**config.mk**
```make
export PLATFORM = sky130hd
export DESIGN_NAME = id_decode_queue
export DESIGN_NICKNAME = d
export VERILOG_FILES = /design/src/rtl/id_decode_queue.sv
export SDC_FILE = /design/constraint.sdc
export NUM_CORES = 1
export LEC_CHECK = 0
export CORE_ASPECT_RATIO = 1.25
export CORE_UTILIZATION = 50
export DETAILED_ROUTE_END_ITERATION = 10
export DONT_BUFFER_PORTS = 1
export HOLD_SLACK_MARGIN = 0.02
export PLACE_DENSITY = 0.72
export REMOVE_ABC_BUFFERS = 1
export SYNTH_ARGS = -nofsm -noshare
export SYNTH_HDL_FRONTEND = slang
export SYNTH_SLANG_ARGS = --single-unit
```
**constraint.sdc**
```tcl
create_clock -name clk -period 15.4 [get_ports clk]
set_clock_uncertainty 0.1 [all_clocks]
set_input_delay 1.54 -clock clk [delete_from_list [all_inputs] [get_ports clk]]
set_output_delay 1.54 -clock clk [all_outputs]
set_load 0.005 [all_outputs]
```
**src/rtl/id_decode_queue.sv**
```systemverilog
// Multi-lane I-type/REGIMM decode queue: buffers fetch beats in a ring and issues
// an in-order, hazard-free prefix group into a registered valid/ready output stage.
package id_decode_pkg;
    typedef enum logic [4:0] {
        OP_INVALID = 5'd0,
        OP_ADDI, OP_ADDIU, OP_SLTI, OP_SLTIU, OP_ANDI, OP_ORI, OP_XORI, OP_LUI,
        OP_BEQ, OP_BNE, OP_BLEZ, OP_BGTZ, OP_LW, OP_SW,
        OP_BLTZ, OP_BGEZ, OP_BLTZAL, OP_BGEZAL, OP_TEQI
    } oper_t;
endpackage

module id_lane_decode
    import id_decode_pkg::*;
(
    input  logic [31:0] inst,
    output oper_t       op,
    output logic [4:0]  raddr1,
    output logic [4:0]  raddr2,
    output logic [4:0]  waddr,
    output logic        we,
    output logic        unsigned_imm,
    output logic        is_branch,
    output logic        is_mem
);
    logic [4:0] rs, rt;
    assign rs = inst[25:21];
    assign rt = inst[20:16];

    always_comb begin
        op           = OP_INVALID;
        raddr1       = rs;
        raddr2       = 5'd0;
        waddr        = rt;
        we           = 1'b1;
        unsigned_imm = 1'b0;
        case (inst[31:26])
            6'b001000: op = OP_ADDI;
            6'b001001: op = OP_ADDIU;
            6'b001010: op = OP_SLTI;
            6'b001011: op = OP_SLTIU;
            6'b001100: begin op = OP_ANDI; unsigned_imm = 1'b1; end
            6'b001101: begin op = OP_ORI;  unsigned_imm = 1'b1; end
            6'b001110: begin op = OP_XORI; unsigned_imm = 1'b1; end
            6'b001111: begin op = OP_LUI;  unsigned_imm = 1'b1; raddr1 = 5'd0; end
            6'b000100: begin op = OP_BEQ;  raddr2 = rt; we = 1'b0; end
            6'b000101: begin op = OP_BNE;  raddr2 = rt; we = 1'b0; end
            6'b000110: begin op = OP_BLEZ; we = 1'b0; end
            6'b000111: begin op = OP_BGTZ; we = 1'b0; end
            6'b100011: begin op = OP_LW;   raddr2 = rt; end
            6'b101011: begin op = OP_SW;   raddr2 = rt; we = 1'b0; end
            6'b000001: begin
                // REGIMM: the rt field selects the operation
                case (rt)
                    5'b00000: begin op = OP_BLTZ; we = 1'b0; end
                    5'b00001: begin op = OP_BGEZ; we = 1'b0; end
                    5'b01100: begin op = OP_TEQI; we = 1'b0; end
                    5'b10000: begin op = OP_BLTZAL; waddr = 5'd31; end
                    5'b10001: begin op = OP_BGEZAL; waddr = 5'd31; end
                    default:  we = 1'b0;
                endcase
            end
            default: we = 1'b0;
        endcase
    end

    assign is_branch = (op == OP_BEQ) || (op == OP_BNE) || (op == OP_BLEZ) || (op == OP_BGTZ) ||
                       (op == OP_BLTZ) || (op == OP_BGEZ) || (op == OP_BLTZAL) || (op == OP_BGEZAL);
    assign is_mem    = (op == OP_LW) || (op == OP_SW);
endmodule

module id_decode_queue
    import id_decode_pkg::*;
#(
    parameter int FETCH_WIDTH = 2,
    parameter int ISSUE_WIDTH = 2,
    parameter int DEPTH       = 8
) (
    input  logic                                 clk,
    input  logic                                 rst,
    input  logic                                 flush,
    input  logic                                 in_valid,
    input  logic [FETCH_WIDTH*32-1:0]            in_inst,
    input  logic [$clog2(FETCH_WIDTH+1)-1:0]     in_count,
    output logic                                 in_ready,
    output logic [ISSUE_WIDTH-1:0]               out_valid,
    output oper_t [ISSUE_WIDTH-1:0]              out_op,
    output logic [ISSUE_WIDTH-1:0][4:0]          out_raddr1,
    output logic [ISSUE_WIDTH-1:0][4:0]          out_raddr2,
    output logic [ISSUE_WIDTH-1:0][4:0]          out_waddr,
    output logic [ISSUE_WIDTH-1:0]               out_we,
    output logic [ISSUE_WIDTH-1:0]               out_unsigned_imm,
    output logic [ISSUE_WIDTH*32-1:0]            out_inst,
    input  logic                                 out_ready
);
    localparam int PTR_W = $clog2(DEPTH);
    localparam int CNT_W = $clog2(DEPTH+1);
    localparam int IC_W  = $clog2(FETCH_WIDTH+1);
    localparam int NW    = $clog2(ISSUE_WIDTH+1);

    logic [31:0]      q_mem [DEPTH];
    logic [PTR_W-1:0] head, tail;
    logic [CNT_W-1:0] count;

    logic [ISSUE_WIDTH-1:0][31:0] lane_inst;
    oper_t [ISSUE_WIDTH-1:0]      d_op;
    logic [ISSUE_WIDTH-1:0][4:0]  d_ra1, d_ra2, d_wa;
    logic [ISSUE_WIDTH-1:0]       d_we, d_uimm, d_br, d_mem;
    logic [ISSUE_WIDTH-1:0]       hazard, issue;
    logic                         ok;
    logic [NW-1:0]                n_pop;
    logic                         push_en, load;
    logic [IC_W-1:0]              push_n;

    genvar k;
    generate
        for (k = 0; k < ISSUE_WIDTH; k++) begin : g_lane
            assign lane_inst[k] = q_mem[head + PTR_W'(k)];
            id_lane_decode u_dec (
                .inst(lane_inst[k]), .op(d_op[k]), .raddr1(d_ra1[k]), .raddr2(d_ra2[k]),
                .waddr(d_wa[k]), .we(d_we[k]), .unsigned_imm(d_uimm[k]),
                .is_branch(d_br[k]), .is_mem(d_mem[k])
            );
        end
    endgenerate

    // Lane 0 never has a hazard: an invalid op still issues alone there.
    always_comb begin
        hazard = '0;
        for (int i = 1; i < ISSUE_WIDTH; i++) begin
            if (d_op[i] == OP_INVALID) hazard[i] = 1'b1;
            for (int j = 0; j < i; j++) begin
                if (d_we[j] && d_wa[j] != 5'd0 &&
                    ((d_ra1[i] != 5'd0 && d_ra1[i] == d_wa[j]) ||
                     (d_ra2[i] != 5'd0 && d_ra2[i] == d_wa[j])))
                    hazard[i] = 1'b1;
                if (d_we[j] && d_we[i] && d_wa[i] != 5'd0 && d_wa[j] == d_wa[i])
                    hazard[i] = 1'b1;
                if (d_br[j] || d_op[j] == OP_INVALID || (d_mem[j] && d_mem[i]))
                    hazard[i] = 1'b1;
            end
        end
    end

    always_comb begin
        issue = '0;
        n_pop = '0;
        ok    = 1'b1;
        for (int i = 0; i < ISSUE_WIDTH; i++) begin
            ok       = ok & (CNT_W'(i) < count) & ~hazard[i];
            issue[i] = ok;
            n_pop    = n_pop + NW'(ok);
        end
    end

    assign in_ready = (CNT_W'(DEPTH) - count) >= CNT_W'(FETCH_WIDTH);
    assign push_en  = in_valid & in_ready;
    assign push_n   = push_en ? in_count : '0;
    assign load     = (out_valid == '0) | out_ready;

    always_ff @(posedge clk) begin
        if (!(rst || flush)) begin
            for (int i = 0; i < FETCH_WIDTH; i++)
                if (push_en && IC_W'(i) < in_count)
                    q_mem[tail + PTR_W'(i)] <= in_inst[i*32 +: 32];
        end
    end

    always_ff @(posedge clk) begin
        if (rst || flush) begin
            head             <= '0;
            tail             <= '0;
            count            <= '0;
            out_valid        <= '0;
            out_op           <= '0;
            out_raddr1       <= '0;
            out_raddr2       <= '0;
            out_waddr        <= '0;
            out_we           <= '0;
            out_unsigned_imm <= '0;
            out_inst         <= '0;
        end else begin
            tail <= tail + PTR_W'(push_n);
            if (load) begin
                head             <= head + PTR_W'(n_pop);
                count            <= count + CNT_W'(push_n) - CNT_W'(n_pop);
                out_valid        <= issue;
                out_op           <= d_op;
                out_raddr1       <= d_ra1;
                out_raddr2       <= d_ra2;
                out_waddr        <= d_wa;
                out_we           <= d_we;
                out_unsigned_imm <= d_uimm;
                out_inst         <= lane_inst;
            end else begin
                count <= count + CNT_W'(push_n);
            end
        end
    end
endmodule

```
After elaboration in Yosys (flattened, before gate mapping) --
Memories as Yosys holds them, arrays and structs flattened. A register that Yosys moved wholly into a read port is not among the register bits. Cells that the tools add are included.
Storage, ports and cells: flip-flop bits (word level) 120, memory bits (writable) 256, bits of input ports 71, output and inout port bits 111, logic and storage cells 159, memories 1
Cells by class: $add $sub $neg 8, $lt $le $gt $ge 5, equality and inequality tests 53, multiplexer cells 32, bitwise operators 5, reduce and logical (&&, ||, !) cells 40
Memories:
- q_mem | words 8, width 32, rd ports 2, clocked after Yosys merged registers in 1, write ports 2, RTL line 100 | logic [31:0] q_mem [DEPTH];
Operators by type and width (count):
- 5-bit case mux with 15 select lines | 2
- 6-bit by 4-bit == test with 1-bit output, second input constant | 16
- 5-bit by 4-bit == test with 1-bit output, second input constant | 11
- 5-bit case mux with 5 select lines | 2
- 6-bit by 3-bit == test with 1-bit output, second input constant | 8
- 5-bit 2-to-1 mux | 8
- 5-bit == test, second input constant | 7
- 6-bit == test, second input constant | 4
- 5-bit zero test | 4
- 5-bit nonzero test | 4
- 9-bit OR reduction | 2
- 4-bit OR reduction | 4
- 5-bit == test | 3
- 1-bit 2-to-1 mux | 14
- 1-bit logical OR | 13
- 6-bit by 1-bit == test with 1-bit output, second input constant | 2
- 5-bit by 1-bit == test with 1-bit output, second input constant | 2
- 1-bit logical AND | 10
- 1-bit by 4-bit less-than comparator with 1-bit output, first input constant | 2
- 3-bit by 1-bit adder with 3-bit output, second input constant | 2
- 3-bit by 2-bit adder with 3-bit output | 2
- 3-bit 2-to-1 mux | 2
- 4-bit by 2-bit adder with 4-bit output | 1
- 4-bit by 2-bit greater-or-equal comparator with 1-bit output, second input constant | 1
- other kinds (12) | 17

Logic depth before layout (Yosys ltp) --
Gate-level depths: netlist of run 1.
word-level depth 20, gate-level depth with buffers 23, mapped depth without buffers 17

Cells and area by module --
Synthesis of run 1 repeated with hierarchy kept, for this count alone.
Unflattened totals: cells, all modules 1545, area total of the unflattened synthesis 20437.1 um2
Modules (own cells, without submodules):
- id_decode_queue | instances 1, cells each 1397, area an instance 19561.3 um2, seq. area each 10149.7 um2
- id_lane_decode | instances 2, cells each 74, area an instance 437.9 um2, seq. area each 0.0 um2

Least setup slack after synthesis of run 1 --
No wires, ideal clock.
path type input to register, from input port in_count[1], to memory q_mem[4][0] (enable), library setup time 0.511 ns, arrival time 5.353 ns, data required time 14.789 ns, path slack 9.436 ns, cell stages on the path 4, path buffers 0, cell sequence nand3_1 > inv_1 > o21ai_0 > o41ai_1
RTL lines:
- start: declaration | RTL line 83 | input logic [$clog2(FETCH_WIDTH+1)-1:0] in_count,
- end: declaration | RTL line 100

Final worst setup path of run 1 --
from register head[0], to register count[2]
Between the ends: word-level cells in the longest chain between the ends 17, elaborated cells between the ends (all ways) 61, classes of those cells add/sub: 3; eq/ne: 24; mux: 13; bitwise: 2; reduce/logical: 18; memory: 1
RTL lines:
- start: declaration | RTL line 101 | logic [PTR_W-1:0] head, tail;
- start signal: assignment | RTL line 184 | head <= head + PTR_W'(n_pop);
- 3-bit by 1-bit adder with 3-bit output (*) | RTL line 117 | assign lane_inst[k] = q_mem[head + PTR_W'(k)];
- memory 8 x 32 bit (*)
- branches (longest 9 deep; another with 5-bit case mux with 15 select lines)
- 1-bit 2-to-1 mux (*) | RTL line 138 | if (d_br[j] || d_op[j] == OP_INVALID || (d_mem[j] && d_mem[i]))
- 1-bit inverter (*) | RTL line 149 | ok = ok & (CNT_W'(i) < count) & ~hazard[i];
- 1-bit bitwise AND (*) | RTL line 149
- via issue[1] | RTL line 108 | logic [ISSUE_WIDTH-1:0] hazard, issue;
- 1-bit by 1-bit adder with 2-bit output (*) | RTL line 151 | n_pop = n_pop + NW'(ok);
- 4-bit by 2-bit subtractor with 4-bit output (*) | RTL line 185 | count <= count + CNT_W'(push_n) - CNT_W'(n_pop);
- 4-bit 2-to-1 mux (*) | RTL line 183 | if (load) begin
- end signal: assignment | RTL line 185
- end signal: assignment | RTL line 195 | count <= count + CNT_W'(push_n);
- end: declaration | RTL line 102 | logic [CNT_W-1:0] count;
Mark *: on every way through the listed nets, which the timed path passes. A chain may end at the register's enable or synchronous reset.

==> impl_metrics.toml, run 1 <==
[cts]
path_clk_slew_ns = 0.06
worstSkewPairLatency_ns = 0.55
h-tree-depth = 2
cts.sinks = 378
cts-hold-fix-buffers = 0
cts_buffer_depth = 3
cts_tree = "done"
post_cts_resized = 0
root_buffer = "clkbuf_16"
cts_setup_buffers = 0
cts_buffers = 38

[critical_path]
end_kind = "register"
worstPathMaxFanout = 41
cp.arrival_ns = 7.00
startpoint_type = "register"
rrSetupSlack_ns = 8.76
worstPathRequired_ns = 15.76
timing.rr.end = "count[2]"
r2r_cells = 18
critPathKind = "reg2reg"
slowest_delay_ns = 0.77
cp_slowest_cell = "dfxtp_4"
worstPathCellList = "ha_4 > xor2_4 > buf_4 > mux4_2 > a221oi_4 > and3b_1 > nor2_1 > nor2b_1 > a2111oi_2 > a221oi_2 > o311ai_1 > nor2_1 > ha_1 > ha_1 > inv_1 > fa_1 > or3_1 > a21oi_1"
rr_startpoint = "head[0]"

[sta]
finalSetupViolCount = 0
finalHoldViolCount = 0
setup_tns_ns = 0
fmax_ghz = 0.151
worst_pin_slew_ns = 1.11
fin_crit_sh_pct = 43.1
report.final.slew_viol_count = 0
rsz0062_at_grt = "no"
relSlewSlack_pct = 25.1
holdWs_ns = 0.367
min_period_ns = 6.64

[run]
drv_cap = 0

[power_and_ir_drop]
p_leak_nw = 7.20
power.density_nw_per_um2 = 146
ir_drop_v = 0.0000889
comb_power_share_pct = 31.0
p_sw_share_pct = 33.3
p_seq_share_pct = 39.5
power_frac_clock_pct = 29.4
intPower_mw = 2.18
power.total_mw = 3.27
power.switching_mw = 1.09

[logic_synthesis]
netlist_instances = 1560
syn-mean-instance-area_um2 = 13.3
syn_area_um2 = 20700
ys_ff_latch = 378
async_reset_ff_share_pct = 0
synth_seq_area_share_pct = 48.9
synth-edff-count = 256
yosys_warnings = 0
dominantRegCellSynth = "edfxtp_1"
ys_types = 75

[global_routing]
grt_max_degree = 110
grt_pass1_wl_um = 83600
grt_usage_pct = 26.2
grt_antenna_before_repair = 0
grt_pass1_vias = 13885
grt-ovfl-total = 0

[route]
route.detailed.drc = 2
dr.pass1.iters = 8
wl_um = 55400
postRouteAntennaNets = 0
vias = 13624
wire_per_inst_um = 26.5
drt_iter0_markers = 1222
routed_via_density = 6.52

[layout]
n_antenna_cell = 0
nets = 1595
syn_to_final_growth_pct = 8.50
seq_area_um2 = 10100
nFillCells = 3397
final_cell_area_um2 = 22500
finalCoreUtilization_pct = 54.9
drive_gt1_share_pct = 34.2
multiInputGateArea_um2 = 10100

[die]
dieArea_um2 = 42200
die_w_um = 184
die_h_um = 230
io_pins = 182
core-area_um2 = 40900
row_count = 83
initial_core_util_pct = 50.6

[place]
place.gp.congestion = 0.889
place_area_um2 = 21200
io_buffers = 0
dp_hpwl_um = 33700

[status]
violations = "DRC"
status = "complete, but fails checks"

[worst_hold_path]
min_delay_path_depth = 2
hp-start = "out_inst[63]"
hold_class = "reg2reg"
min_to = "out_inst[63]"
registers in the layout, summed over array words and instances (netlist names), named ones only:
| signal | count |
|---|---|
| tail | 3 |
| out_we | 2 |
| head | 3 |
| out_valid | 2 |
| count | 4 |
| out_raddr2 | 10 |
| out_waddr | 9 |
| out_unsigned_imm | 2 |
| out_op | 10 |
| out_raddr1 | 10 |
| q_mem | 256 |
| out_inst | 64 |
final cells by class:
class | count | area share (%)
Clock buffer | 56 | 5.04
Timing Repair Buffer | 27 | 0.902
Multi-Input combinational cell | 1047 | 44.9
Inverter | 17 | 0.284
Clock inverter | 13 | 0.668
Sequential cell | 378 | 45.2
Tap cell | 552 | 3.07
kinds of logic (layout without fill, tap and decap cells):
| kind of cell | count (synthesis) | after routing | synth area share [%] |
|---|---|---|---|
| muxes | 460 | 460 | 31.6 |
| DFF | 378 | 378 | 48.9 |
| and+or+nand+nor | 335 | 335 | 7.32 |
| AOI/OAI and AO/OA | 224 | 224 | 7.32 |
| buffers and inverters | 135 | 113 | 3.16 |
| adders and majority gates | 15 | 15 | 1.05 |
| xor gates and xnor gates | 13 | 13 | 0.677 |
placed cells by master, fill, tap and decap left out, types with 5 or more instances in the layout:
master     count
mux2_2       273
nor3_1        28
a31oi_1       13
inv_1         17
a211oi_1      58
and2_1         7
dfxtp_1      118
buf_4         27
or3_1          6
nand4_1        8
ha_1          10
mux4_2       124
nand2b_1       9
nor2_1       142
nor2_4         5
nand3_1       26
nand2_1       74
a22oi_1       12
xnor2_1        7
o22ai_1        6
clkinv_2       7
clkbuf_1       8
clkbuf_8       7
edfxtp_1     256
a21oi_1       45
o21ai_0       46
clkbuf_16     40
mux2i_1       60
power by group through the flow:
| stage | logic (mW) | clock network, mW | registers (mW) |
|---|---|---|---|
| floorplan | 0.786 | 0 | 1.28 |
| global route | 1.10 | 1.01 | 1.31 |
| finish | 1.01 | 0.963 | 1.29 |
| CTS | 1.01 | 0.972 | 1.29 |
| detailed placement | 1.00 | 0 | 1.32 |
| global placement | 0.987 | 0 | 1.31 |
critical path: cells and delay by family, from the launching register on:
family	cells	cell delay (ns)
compound gates	5	1.40
xor+xnor	1	0.49
fa+ha+maj	4	1.19
buf+inv	2	0.76
flops	1	0.77
mux	1	0.63
simple gates	5	1.16
per-stage QoR:
stage                     worst slack [ns]  cells
after floorplan                       6.70   1442
after global placement                9.01   2021
after detailed placement              8.84   2021
after CTS                             8.82   2090
after global routing                  8.41   2090
final                                 8.76   2090
worst max path at each step:
stage            start  depth (start not counted)  endpoint  slack [ns]
6_report       head[0]                         18  count[2]        8.76
5_1_grt        head[0]                         18  register        8.41
4_1_cts        head[0]                         18  count[2]        8.82
3_5_place_dp   head[0]                         18  register        8.84
3_3_place_gp   head[0]                         18  register        9.01
2_1_floorplan  head[0]                         17  register        6.70
cell usage after synthesis, types with 3 or more instances:
master / number / area share, %
o21bai_1: 3 / 0.11
clkbuf_1: 73 / 1.3
a31oi_1: 13 / 0.39
buf_6: 13 / 0.71
buf_4: 8 / 0.29
nand3_1: 26 / 0.63
o21a_1: 3 / 0.11
buf_1: 10 / 0.18
o22ai_1: 6 / 0.18
ha_1: 11 / 0.66
o21ai_0: 46 / 1.1
fa_1: 4 / 0.39
nand2_1: 74 / 1.3
nand4_1: 8 / 0.24
a221oi_1: 4 / 0.17
nor2_1: 145 / 2.6
nand2b_1: 9 / 0.27
inv_1: 17 / 0.31
xor2_1: 4 / 0.17
dfxtp_1: 122 / 12
buf_2: 13 / 0.31
nor4_1: 5 / 0.15
and2_1: 7 / 0.21
xnor2_1: 7 / 0.30
edfxtp_1: 256 / 37
mux4_2: 124 / 13
a211oi_1: 58 / 2.1
or3_1: 8 / 0.24
nor2b_1: 4 / 0.12
and3_1: 4 / 0.12
mux2_2: 273 / 15
nor3b_1: 4 / 0.15
nor3_1: 28 / 0.68
a22oi_1: 12 / 0.44
mux2i_1: 60 / 2.9
a21oi_1: 45 / 1.1
metal layers:
metal | part of all wire (%) | vias up | track usage [%]
met5 | 0 | - | 0
met4 | 3.2 | 0 | 9.58
met3 | 8.3 | 110 | 5.82
met2 | 51 | 627 | 46.1
met1 | 37 | 6886 | 31.1
li1 | - | 6001 | -
No activity file was read; power rests on OpenSTA's default activity.
==> run 2: changes to the inputs <==
- ABC_AREA: not set -> 1
- clock period: 15.4 -> 6.6 ns (I/O delays scaled with it)
==> run 2 against run 1 <==
- first-iteration DRC count up 68%
- wire length up 19%
- die area up 1.9%
- sequential share of layout area down 0.16 points
- the run now ends clean
- largest power group unchanged
- clock-buffer cell count unchanged
- hold slack worse by 0.17 ns
- via count up 41%
==> impl_metrics.toml, run 2 <==
[place]
dp_hpwl_um = 38100
place.gp.congestion = 0.892
dp_slack_ns = 1.50
place_area_um2 = 21200
io_buffers = 0
dp_cells = 3115

[logic_synthesis]
synth_commonest_cells = "759 x nand2_1, 487 x o21ai_0, 256 x edfxtp_1, 224 x inv_1, 168 x a21oi_1"
synth_top_area_cell = "edfxtp_1"
netlist_instances = 2760
yosys.area_share.adder_pct = 1.03
ys_types = 45
synth-edff-count = 256
synth-simple-area-share_pct = 21.6
synth_mux_area_share_pct = 0
synth_area_leaders = "edfxtp_1 36%, nand2_1 14%, dfxtp_1 12%, o21ai_0 12%, a21oi_1 4.0%"
synth_seq_area_share_pct = 48.0
syn-mean-instance-area_um2 = 7.64
yosys_warnings = 0
ys_ff_latch = 378
dominantRegCellSynth = "edfxtp_1"
synth_compound_area_share_pct = 19.9
synthMostInstantiatedCell = "nand2_1"
synth_xor_area_share_pct = 0.368
synth_top_family_by_area = "simple AND/OR/NAND/NOR gates"
syn_area_um2 = 21100
synth_top_cell_area_share_pct = 36.4
async_reset_ff_share_pct = 0

[layout]
final_cell_mix = "759 x nand2_1, 487 x o21ai_0, 256 x edfxtp_1, 223 x inv_1, 168 x a21oi_1"
fin_cells = 3188
largest_reg_flops = 256
final_cell_area_um2 = 22500
top_regs = "q_mem x256, out_inst x64"
nets = 2690
syn_to_final_growth_pct = 6.83
drive_gt1_share_pct = 5.96
regMostFlops = "q_mem"
layout_commonest_cell = "nand2_1"
finalCoreUtilization_pct = 54.5

[run]
drv_cap = 0

[route]
dr.pass1.iters = 6
postRouteAntennaNets = 0
wire_per_inst_um = 20.7
routed_via_density = 6.03
wl_um = 65900
drt_iter0_markers = 2049
vias = 19221
route.detailed.drc = 0

[global_routing]
grt_usage_pct = 30.4
grt_max_degree = 105
grt_pass1_vias = 18555
grt_antenna_before_repair = 3
grt-ovfl-total = 0
grt_pass1_wl_um = 100000

[worst_hold_path]
hold_class = "in2reg"

[die]
die_w_um = 186
row_count = 83
die_h_um = 232
core-area_um2 = 41300
initial_core_util_pct = 51.0
io_pins = 182
dieArea_um2 = 43000

[sta]
min_period_ns = 5.27
fmax_ghz = 0.190
worst_pin_slew_ns = 1.07
finalSetupViolCount = 0
relSlewSlack_pct = 28.7
finalHoldViolCount = 0
report.final.slew_viol_count = 0
fin_crit_sh_pct = 79.9
holdWs_ns = 0.196
setup_ws_ns = 1.33
rsz0062_at_grt = "no"

[cts]
cts_tree = "done"
cts_buffer_depth = 3
root_buffer = "clkbuf_16"
cts_setup_buffers = 0
path_clk_slew_ns = 0.07
h-tree-depth = 2
post_cts_resized = 0
cts_buffers = 39
worstSkewPairLatency_ns = 0.56
cts.sinks = 378
cts-hold-fix-buffers = 0

[critical_path]
startpoint_type = "register"
worstPathMaxFanout = 81
critPathKind = "reg2reg"
worstPathRequired_ns = 6.98
end_kind = "register"
cp.arrival_ns = 5.65

[power_and_ir_drop]
power.density_nw_per_um2 = 324
p_leak_nw = 9.66
ir_drop_v = 0.000209

[status]
status = "finished clean"
[run 2: cell count changes after synthesis, moves of 120 or more]
cell     change
nand2_1    +685
o21ai_0    +441
mux2_2     -273
inv_1      +207
mux4_2     -124
a21oi_1    +123
nand3_1    +120
[run 2: per-stage QoR]
| stage | total power, mW | TNS [ns] |
|---|---|---|
| after detailed placement | 4.97 | 0 |
| final | 7.30 | 0 |
| after global placement | 4.92 | 0 |
| after floorplan | 4.32 | -282.59 |
| after global routing | 7.65 | 0 |
| after CTS | 7.28 | 0 |
[run 2: cell type report]
type                            instances  area [um^2]
Fill cell                            3825        18800
Sequential cell                       378        10100
Multi-Input combinational cell       1918         9220
Clock buffer                           56         1200
Inverter                              238          907
Tap cell                              552          691
Timing Repair Buffer                   29          218
Clock inverter                         15          155
Antenna cell                            2         5.00
[run 2: worst paths after layout]
kind                 startpoint       endpoint  slack (ns)  cells past startpoint
setup reg to reg        head[0]       register        1.33                     24
hold reg to reg   out_raddr2[1]  out_raddr2[1]        0.39                      2
setup / recovery        head[0]       register        1.33                     24
hold / removal      in_inst[20]   q_mem[7][20]        0.20                      2
[run 2: routing by layer]
| metal | part of all wire [%] | global-route usage, % |
|---|---|---|
| met1 | 37 | 35.7 |
| met2 | 48 | 51.7 |
| met3 | 11 | 6.03 |
| met4 | 4.6 | 16.9 |
| met5 | 0 | 0 |
[run 2: critical path, stage by stage (launching register included)]
cell and delay, ns:
dfxtp_4 0.66, ha_4 0.21, buf_4 0.74, nand3_1 0.23, nand3_1 0.14, nand2_1 0.13, nor2_2 0.26, nand3_1 0.39
nand2_1 0.23, inv_1 0.06, nand2_1 0.06, nand2_1 0.05, nor2_1 0.12, nand3_1 0.09, nand2_1 0.07, nand2_1 0.05
nand4_1 0.13, inv_1 0.06, ha_1 0.29, ha_1 0.14, inv_1 0.05, fa_1 0.37, nor2_1 0.16, o21ai_0 0.12
a21oi_1 0.18
[run 2: kinds of logic (layout without fill, tap and decap cells)]
family                     Yosys count  in the layout
DFF                                378            378
adders and majority gates           15             15
buffers and inverters              464            338
other                                0              2
AOI/OAI and AO/OA                  775            775
xor gates and xnor gates             8              8
and+or+nand+nor                   1120           1120
[run 2: power by group]
part | total (mW) | switching (mW) | internal, mW
sequential | 2.95 | 0.202 | 2.75
clock | 2.34 | 0.953 | 1.38
combinational | 2.01 | 1.45 | 0.566
==> run 3: changes to the inputs <==
- clock period: 6.6 -> 5.15 ns (I/O delays scaled with it)
==> run 3 against run 2 <==
- critical path depth is the same
- sequential cell count did not move
- wire length is 0.67% lower
- sequential power up 27%
- global-route usage shrank 0.27 points
- clock power up 23%
- critical path type unchanged
- largest power group unchanged
==> impl_metrics.toml, run 3 (synthesized netlist as in run 2, its figures left out) <==
[die]
core-area_um2 = 41300
initial_core_util_pct = 51.0
io_pins = 182
die_h_um = 232
die_w_um = 186
dieArea_um2 = 43000
row_count = 83

[cts]
cts.sinks = 378
cts_buffers = 38
cts_tree = "done"
post_cts_resized = 0
path_clk_slew_ns = 0.07
h-tree-depth = 2
root_buffer = "clkbuf_16"
cts_setup_buffers = 0
cts-hold-fix-buffers = 0
cts_buffer_depth = 3
worstSkewPairLatency_ns = 0.56

[global_routing]
grt_pass1_vias = 18049
grt_max_degree = 123
grt_usage_pct = 30.2
grt_antenna_before_repair = 2
grt_pass1_wl_um = 99600
grt-ovfl-total = 0

[status]
status = "finished clean"

[power_and_ir_drop]
p_leak_nw = 9.72
ir_drop_v = 0.000305
power.density_nw_per_um2 = 409

[layout]
regMostFlops = "q_mem"
top_regs = "q_mem x256, out_inst x64"
drive_gt1_share_pct = 6.49
nFillCells = 3786
nets = 2708
layout_commonest_cell = "nand2_1"
syn_to_final_growth_pct = 7.30
fin_cells = 3206
final_cell_mix = "759 x nand2_1, 487 x o21ai_0, 256 x edfxtp_1, 223 x inv_1, 168 x a21oi_1"
largest_reg_flops = 256

[sta]
setup_tns_ns = 0
fmax_ghz = 0.217
report.final.slew_viol_count = 0
relSlewSlack_pct = 33.9
finalHoldViolCount = 0
setup_ws_ns = 0.534
rsz0062_at_grt = "no"
worst_pin_slew_ns = 0.985
holdWs_ns = 0.0365
finalSetupViolCount = 0
min_period_ns = 4.62
fin_crit_sh_pct = 89.6

[critical_path]
cp_slowest_cell = "inv_2"
worstPathCellList = "ha_4 > inv_2 > nand3_1 > nand3_1 > nand2_1 > nor2_2 > nand3_1 > nand2_1 > inv_1 > nand2_1 > nand2_1 > nor2_1 > nand3_1 > nand2_1 > nand2_1 > nand4_1 > inv_1 > ha_1 > ha_1 > inv_1 > fa_1 > nor2_1 > o21ai_0 > a21oi_1"
slowest_delay_ns = 0.52
critPathMostFrequentCell = "nand2_1"
startpoint_type = "register"
cp.arrival_ns = 4.97
end_kind = "register"
worstPathMaxFanout = 30
critPathKind = "reg2reg"
worstPathRequired_ns = 5.51

[run]
drv_cap = 0

[place]
dp_slack_ns = 0.560
dp_cells = 3134
place.gp.congestion = 0.905
io_buffers = 0
dp_hpwl_um = 38700

[route]
wl_um = 65500
dr.pass1.iters = 6
routed_via_density = 6.03
drt_iter0_markers = 2086
wire_per_inst_um = 20.4
route.detailed.drc = 0
vias = 19320
postRouteAntennaNets = 0

[worst_hold_path]
hold_class = "in2reg"
[run 3: cell types whose count changed in the layout (fill, tap and decap cells not counted), sizes merged]
cell / delta
buf: +19
bufinv: +1
clkbuf: -9
clkinv: +5
clkinvlp: -1
inv: +3
[run 3: worst max-delay path, delay by kind of cell (launching register included)]
kind	cells	cell delay, ns
and+or+nand+nor	14	2.01
DFF	1	0.37
AOI/OAI and AO/OA	2	0.28
buffers and inverters	4	0.68
adders and majority gates	4	1.05
[run 3: final cells by class]
| class | instances | area, um^2 | share of cell area (%) |
|---|---|---|---|
| inverter | 238 | 907 | 4.01 |
| tap | 552 | 691 | 3.05 |
| sequential | 378 | 10100 | 44.8 |
| clock buffer | 47 | 1040 | 4.62 |
| multi-input combinational | 1918 | 9220 | 40.7 |
| antenna | 2 | 5.00 | 0.0221 |
| clock inverter | 23 | 238 | 1.05 |
| timing repair buffer | 48 | 389 | 1.72 |
[run 3: through the flow]
stage          utilization, %  total power [mW]  cell area, um^2
2_1_floorplan               -              5.54            20100
3_3_place_gp             51.6              6.35            21300
3_5_place_dp             51.6              6.40            21300
4_1_cts                  54.7              9.25            22600
5_1_grt                  54.8              9.74            22600
6_report                 54.8              9.27            22600
[run 3: path summary, 6_finish.rpt]
kind / start / to / slack, ns / depth (start not counted)
setup reg to reg: head[0] / register / 0.53 / 24
hold / removal: in_inst[9] / q_mem[0][9] / 0.04 / 2
setup / recovery: head[0] / register / 0.53 / 24
hold reg to reg: out_raddr2[0] / out_raddr2[0] / 0.39 / 2
[run 3: metal layers]
metal	vias to the layer above	part of all wire (%)	global-route usage (%)
met2	1144	47	50.3
met1	8950	38	37.2
met3	211	11	5.81
met5	-	0	0
met4	0	4.3	14.7
li1	9015	-	-
[run 3: power breakdown]
part	internal [mW]	switching [mW]	total (mW)	leakage, nW
combinational	0.752	1.89	2.64	5.78
clock	1.65	1.22	2.87	0.630
sequential	3.53	0.231	3.76	3.31
